===== src/rtl/lcd_pkg.sv =====
// Shared definitions for the LCD write scheduler: state encoding and default
// phase timings, all in clk cycles.
package lcd_pkg;

    typedef enum logic [2:0] {
        RSTP  = 3'd0,
        IDLE  = 3'd1,
        SETUP = 3'd2,
        PULSE = 3'd3,
        HOLD  = 3'd4
    } lcd_state_t;

    localparam int unsigned DEF_SETUP_CYC = 2;
    localparam int unsigned DEF_EN_CYC    = 4;
    localparam int unsigned DEF_HOLD_CYC  = 2;
    localparam int unsigned DEF_RST_CYC   = 8;

endpackage


===== src/rtl/lcd_rr_arb2.sv =====
// Two-way round-robin arbiter. The priority pointer names the requester that
// wins a tie; it moves to the other requester after every grant.
module lcd_rr_arb2 (
    input  logic       clk,
    input  logic       rst,
    input  logic       en,
    input  logic [1:0] req,
    output logic [1:0] grant
);

    logic ptr;

    always_comb begin
        grant = 2'b00;
        if (en) begin
            if (req == 2'b11) begin
                grant = ptr ? 2'b10 : 2'b01;
            end else begin
                grant = req;
            end
        end
    end

    always_ff @(posedge clk or posedge rst) begin
        if (rst) begin
            ptr <= 1'b0;
        end else if (|grant) begin
            ptr <= grant[0];
        end
    end

endmodule


===== src/rtl/lcd_write_sched.sv =====
// Schedules byte writes from two requesters onto a parallel LCD bus with
// programmable setup / enable / hold timing, after a panel reset pulse.
//
// state | meaning
// RSTP  | panel reset pulse (lcd_rst=1) after system reset
// IDLE  | bus quiet, arbiter may accept one write
// SETUP | db/rs driven, lcd_en low
// PULSE | db/rs driven, lcd_en high
// HOLD  | db/rs held after lcd_en falls
module lcd_write_sched
    import lcd_pkg::*;
#(
    parameter int unsigned SETUP_CYC = DEF_SETUP_CYC,
    parameter int unsigned EN_CYC    = DEF_EN_CYC,
    parameter int unsigned HOLD_CYC  = DEF_HOLD_CYC,
    parameter int unsigned RST_CYC   = DEF_RST_CYC
) (
    input  logic       clk,
    input  logic       rst,
    input  logic       req0_valid,
    input  logic       req0_rs,
    input  logic [7:0] req0_data,
    output logic       req0_ready,
    input  logic       req1_valid,
    input  logic       req1_rs,
    input  logic [7:0] req1_data,
    output logic       req1_ready,
    output logic       busy,
    output logic       lcd_en,
    output logic       lcd_rs,
    output logic       lcd_rw,
    output logic       lcd_rst,
    output logic [7:0] lcd_db
);

    localparam logic [7:0] SETUP_LD = 8'(SETUP_CYC);
    localparam logic [7:0] EN_LD    = 8'(EN_CYC);
    localparam logic [7:0] HOLD_LD  = 8'(HOLD_CYC);
    localparam logic [7:0] RST_LD   = 8'(RST_CYC);

    lcd_state_t state, state_nxt;
    logic [7:0] cnt, cnt_nxt;
    logic [1:0] grant;
    logic       accept;
    logic       rs_q;
    logic [7:0] db_q;
    logic       in_write;

    lcd_rr_arb2 u_arb (
        .clk   (clk),
        .rst   (rst),
        .en    (state == IDLE),
        .req   ({req1_valid, req0_valid}),
        .grant (grant)
    );

    always_ff @(posedge clk or posedge rst) begin
        if (rst) begin
            state <= RSTP;
            cnt   <= RST_LD;
        end else begin
            state <= state_nxt;
            cnt   <= cnt_nxt;
        end
    end

    // Each timed state exits on the cycle its counter reads 1, so a reload
    // value of N yields exactly N cycles in that state.
    always_comb begin
        state_nxt = state;
        cnt_nxt   = cnt - 8'd1;
        accept    = 1'b0;
        case (state)
            RSTP: begin
                if (cnt == 8'd1) begin
                    state_nxt = IDLE;
                    cnt_nxt   = 8'd0;
                end
            end
            IDLE: begin
                cnt_nxt = cnt;
                if (|grant) begin
                    accept    = 1'b1;
                    state_nxt = SETUP;
                    cnt_nxt   = SETUP_LD;
                end
            end
            SETUP: begin
                if (cnt == 8'd1) begin
                    state_nxt = PULSE;
                    cnt_nxt   = EN_LD;
                end
            end
            PULSE: begin
                if (cnt == 8'd1) begin
                    state_nxt = HOLD;
                    cnt_nxt   = HOLD_LD;
                end
            end
            HOLD: begin
                if (cnt == 8'd1) begin
                    state_nxt = IDLE;
                    cnt_nxt   = 8'd0;
                end
            end
            default: begin
                state_nxt = RSTP;
                cnt_nxt   = RST_LD;
            end
        endcase
    end

    always_ff @(posedge clk or posedge rst) begin
        if (rst) begin
            rs_q <= 1'b0;
            db_q <= 8'h00;
        end else if (accept) begin
            rs_q <= grant[1] ? req1_rs   : req0_rs;
            db_q <= grant[1] ? req1_data : req0_data;
        end
    end

    // Bus outputs decode straight from state so an async reset clears them
    // without waiting for a clock edge.
    assign in_write   = (state == SETUP) || (state == PULSE) || (state == HOLD);
    assign lcd_db     = in_write ? db_q : 8'h00;
    assign lcd_rs     = in_write & rs_q;
    assign lcd_en     = (state == PULSE);
    assign lcd_rst    = (state == RSTP);
    assign lcd_rw     = 1'b0;
    assign busy       = (state != IDLE);
    assign req0_ready = grant[0];
    assign req1_ready = grant[1];

endmodule


===== config.mk =====
export PLATFORM = sky130hd
export DESIGN_NAME = lcd_write_sched
export DESIGN_NICKNAME = d
export VERILOG_FILES = /design/src/rtl/lcd_pkg.sv /design/src/rtl/lcd_rr_arb2.sv /design/src/rtl/lcd_write_sched.sv
export SDC_FILE = /design/constraint.sdc
export NUM_CORES = 1
export LEC_CHECK = 0
export ABC_CLOCK_PERIOD_IN_PS = 2700
export CORE_ASPECT_RATIO = 0.6
export CORE_MARGIN = 2
export CORE_UTILIZATION = 29
export DETAILED_ROUTE_END_ITERATION = 12
export PLACE_DENSITY_LB_ADDON = 0.25
export SKIP_LAST_GASP = 1
export SYNTH_ARGS = -nofsm -noshare
export SYNTH_HDL_FRONTEND = slang
export SYNTH_HIERARCHICAL = 1
export SYNTH_SLANG_ARGS = --single-unit

===== constraint.sdc =====
create_clock -name clk -period 2.7 [get_ports clk]
set_input_delay 0.27 -clock clk [delete_from_list [all_inputs] [get_ports clk]]
set_output_delay 0.27 -clock clk [all_outputs]
set_load 0.05 [all_outputs]

==> results list <==
- Cells with a size suffix above 1 make up 10.6% of the layout.
- The mapped netlist covers 1240 µm².
* Routed length on met1: 1490 µm
- The worst register-to-register path has a depth of 8.
* Via count: 1085
* Adder-cell share of the synthesized area: 2.02%
* Hold Vio Cnt, Final: 0
- Remaining DRCs: 0
- Number of violations reported at the end of detailed-routing iteration 0: 38
* GPL Wtd Cong: roughly 0.87
* Maximum vdd ir drop: 0.141 mV
- At the worst endpoint, the required time is 2.43 ns.
- Max-cap viol count: 0
- In this design, the stage delay of the slowest critical-path cell is 0.79 ns.
- Setup crit end kind: output port
- Once detailed placement completed, the half-perimeter wirelength came to about 2300 µm.
* Post-route cell area: 1740 µm²
* Leakage: 0.881 nW
- Total of fill cells in the finished design: around 410
- The number of global-route vias before repair came to 959.
- In the layout the commonest cells are sky130_fd_sc_hd__clkdlybuf4s50_1 (24), sky130_fd_sc_hd__dfrtp_1 (20), sky130_fd_sc_hd__nor2_1 (16).
- Achievable frequency: 0.404 GHz
- Master of the slowest instance on the critical path: sky130_fd_sc_hd__clkdlybuf4s50_1
- Clock Root Buffer: sky130_fd_sc_hd__clkbuf_8
- Antenna diode instance count: 0
- Once layout is complete, the cells apart from fillers number 230.
- The endpoint identified for the worst register-to-register timing path is cnt[4]$_DFFE_PP0P_.
- Number of clock sinks seen by CTS: 21
- The run finished with clean final reports.
* Tot GR Track Use: a little over an eighth
* Fraction of the mapped netlist area in compound gates: around 16%
- Leaving out fill and tap cells, the most frequent cell in the layout is sky130_fd_sc_hd__clkdlybuf4s50_1.
* Ratio of total power to cell area: between 300 and 400 nW/µm²
* Die Area: roughly 4800 µm²
- The highest metal layer carrying signal wires in the routed design is met4.
- Final worst path period share: 91.7%
- Counting every instance in the synthesized netlist gives 137.
* Cell type contributing the most total cell area after synthesis: sky130_fd_sc_hd__dfrtp_1
* Critical Path Source: state[1]$_DFFE_PP0P_
- Setup slack on the worst reg-to-reg path comes out at 0.29 ns.
* Average routed wire per standard cell: 12.9 µm
* CTS clk-pin slew, worst paths: 0.08 ns
- Insertion delay to the later sink of the worst-skew pair: 0.27 ns
- Distinct cell type count of the synthesized netlist: 36
* Unrepaired setup endpoints after global routing: false
- Measured against its own limit, the worst slew margin works out to around 48%.
- The clock passes through at most 2 buffers.
- The min-delay analysis places its worst path in the category input port to async pin.
* Layout Skew: 0.00482 ns
* Placed cell areas: 1670 µm²
- Leading cell types by total area after synthesis: sky130_fd_sc_hd__dfrtp_1 (40%), sky130_fd_sc_hd__mux2i_1 (8.9%), sky130_fd_sc_hd__a21oi_1 (5.7%)
* Multiplexer area fraction after synthesis: under 10%
- The worst path meets setup with ~0.22 ns of slack.
- In this run the critical register-to-register path is launched from state[1]$_DFFE_PP0P_.
- Cells fill 42.5% of the core in the end.
- Largest fanout on the critical path: 10
- Entering global routing, the biggest net connects 21 pins.
- The critical path is of the register to output port type.
* Nets: 195
- Post-Route WL: just under 3000 µm
- Sequential share of the synthesized area: 42.6%
- Setup violations remaining at the end of the flow were counted as 0.
- Die Y: about 55 µm
- During I/O placement, the number of pins put on the boundary was 37.
* Clock tree from TritonCTS: yes
- After synthesis, the mean cell area works out to 9.03 µm².
- Width of the die: 88.3 µm
* Transition time of the tightest slew-check pin: 0.778 ns
- Remaining global-route overflow: 0
- Largest family of logic cells by synthesized area: simple AND/OR/NAND/NOR gates
- Initial core utilization: 30.2%
* Number of input and output port buffers inserted: 35
* DP Worst Slack: 0.255 ns
* Core area: slightly above 4000 µm²
* Hold-fix buffers, CTS: 0
- Total clock buffers created by CTS: 3
- The first global-routing pass estimated 4740 µm of wire.
- When the netlist entered floorplanning its net count stood at 161.
- DRT antenna net count: 0
- The Yosys step of the flow raised 6 warnings.
* Detailed-route vias per instance: approximately 4.7
* Wire length on met3: 138 µm
* Number of max-slew violations in the final report: 0
- For the worst setup path, the data arrival time is 2.21 ns.
- After Yosys synthesis, and, or, nand and nor cells account for 19.5% of the synthesized area.
- Synth top area share: 40.4%
- Traced cell by cell, the critical path runs through nor2b_1, nand2_1, inv_1, clkdlybuf4s50_1.
- After synthesis the netlist holds a flip-flop and latch count of 21.
- FP Rows: 18
* Cells after DPL: 226
* Type of element launching the critical path: register
* Post-synthesis share of cell area spent on xor and xnor gates: 4.25%
- Counting I/O delays and the setup requirement, the final critical path takes roughly 2.5 ns.
- For this run, the detailed router's first-pass iteration total came to 4.
- Detailed routing placed a total of 1320 µm of wire on met2.
* Antenna violations before repair: 0
* Total Negative Setup Slacks: 0 ns
- Depth of the CTS H-tree: 1
- Area growth from synthesis to layout: 40.8%
per-layer routing:
metal / GRT usage (%) / vias up
li1: - / 536
met1: 19.1 / 514
met2: 19.3 / 31
met3: 3.17 / 4
met4: 4.55 / 0
met5: 0 / -
cell usage after synthesis:
cell,number
sky130_fd_sc_hd__dfrtp_1,20
sky130_fd_sc_hd__nor2_1,16
sky130_fd_sc_hd__a21oi_1,14
sky130_fd_sc_hd__inv_1,11
sky130_fd_sc_hd__mux2i_1,11
sky130_fd_sc_hd__nor2b_1,10
sky130_fd_sc_hd__nand2_1,6
sky130_fd_sc_hd__xnor2_1,6
sky130_fd_sc_hd__buf_2,4
sky130_fd_sc_hd__a211oi_1,3
sky130_fd_sc_hd__clkbuf_1,3
sky130_fd_sc_hd__nor3_1,3
sky130_fd_sc_hd__o21ai_1,3
sky130_fd_sc_hd__ha_1,2
sky130_fd_sc_hd__o221ai_1,2
sky130_fd_sc_hd__or3_1,2
sky130_fd_sc_hd__or4_1,2
sky130_fd_sc_hd__a2111oi_0,1
sky130_fd_sc_hd__a211o_1,1
sky130_fd_sc_hd__a21oi_2,1
sky130_fd_sc_hd__a21oi_4,1
sky130_fd_sc_hd__a31oi_1,1
sky130_fd_sc_hd__and3_1,1
sky130_fd_sc_hd__buf_4,1
sky130_fd_sc_hd__conb_1,1
sky130_fd_sc_hd__dfstp_2,1
sky130_fd_sc_hd__inv_2,1
sky130_fd_sc_hd__nand3_1,1
sky130_fd_sc_hd__nand4_1,1
sky130_fd_sc_hd__nor2_2,1
sky130_fd_sc_hd__nor3_2,1
sky130_fd_sc_hd__o21ai_0,1
sky130_fd_sc_hd__o22ai_1,1
sky130_fd_sc_hd__o41ai_1,1
sky130_fd_sc_hd__or3b_1,1
sky130_fd_sc_hd__or4_4,1
sequential cells by signal, summed over array words and instances (netlist names):
| signal | count |
|---|---|
| db_q | 8 |
| rs_q | 1 |
| cnt | 8 |
| state | 3 |
| u_arb/ptr | 1 |
power breakdown:
group	internal, mW	total [mW]	leakage (nW)	switching (mW)
clock	0.103	0.212	0.0255	0.109
combinational	0.0289	0.0453	0.601	0.0164
sequential	0.314	0.314	0.255	0
total	0.446	0.572	0.881	0.125
what timing repair did:
item	CTS	global route
setup buffers	0	0
setup endpoints to repair	9	9
resized for setup	1	9
layout make-up:
cell class / count / area, µm² / share of cell area (%)
Multi-Input combinational cell: 96 / 654 / 37.5
Sequential cell: 21 / 527 / 30.2
Timing Repair Buffer: 37 / 395 / 22.7
Tap cell: 60 / 75.1 / 4.31
Inverter: 12 / 45.0 / 2.58
Clock buffer: 3 / 41.3 / 2.37
Clock inverter: 1 / 5.00 / 0.287
critical path: cells and delay by family (launching register included):
family | cells | cell delay, ns
buf+inv | 2 | 0.86
simple gates | 2 | 0.57
flops | 1 | 0.51
worst max path at each step:
stage | to | slack (ns) | cells after the start
finish | lcd_en | 0.22 | 4
global route | lcd_en | 0.09 | 4
CTS | lcd_db[5] | 0.08 | 4
detailed placement | lcd_db[5] | 0.25 | 4
global placement | lcd_db[0] | 0.32 | 4
floorplan | cnt[4]$_DFFE_PP0P_ | 0.03 | 10
cell families (layout without fill, tap and decap cells):
kind of cell               after synthesis  in the layout
muxes                                   11             11
buffers and inverters                   20             53
DFF                                     21             21
xor gates and xnor gates                 6              6
other                                    1              1
adders and majority gates                2              2
and+or+nand+nor                         46             46
AOI/OAI and AO/OA                       30             30
per-stage QoR:
step	hold slack (ns)	power (mW)
detailed placement	0.446	0.367
floorplan	-0.00129	0.333
global route	0.167	0.593
finish	0.161	0.572
global placement	0.437	0.366
CTS	0.161	0.578
No activity file was read; power rests on OpenSTA's default activity.
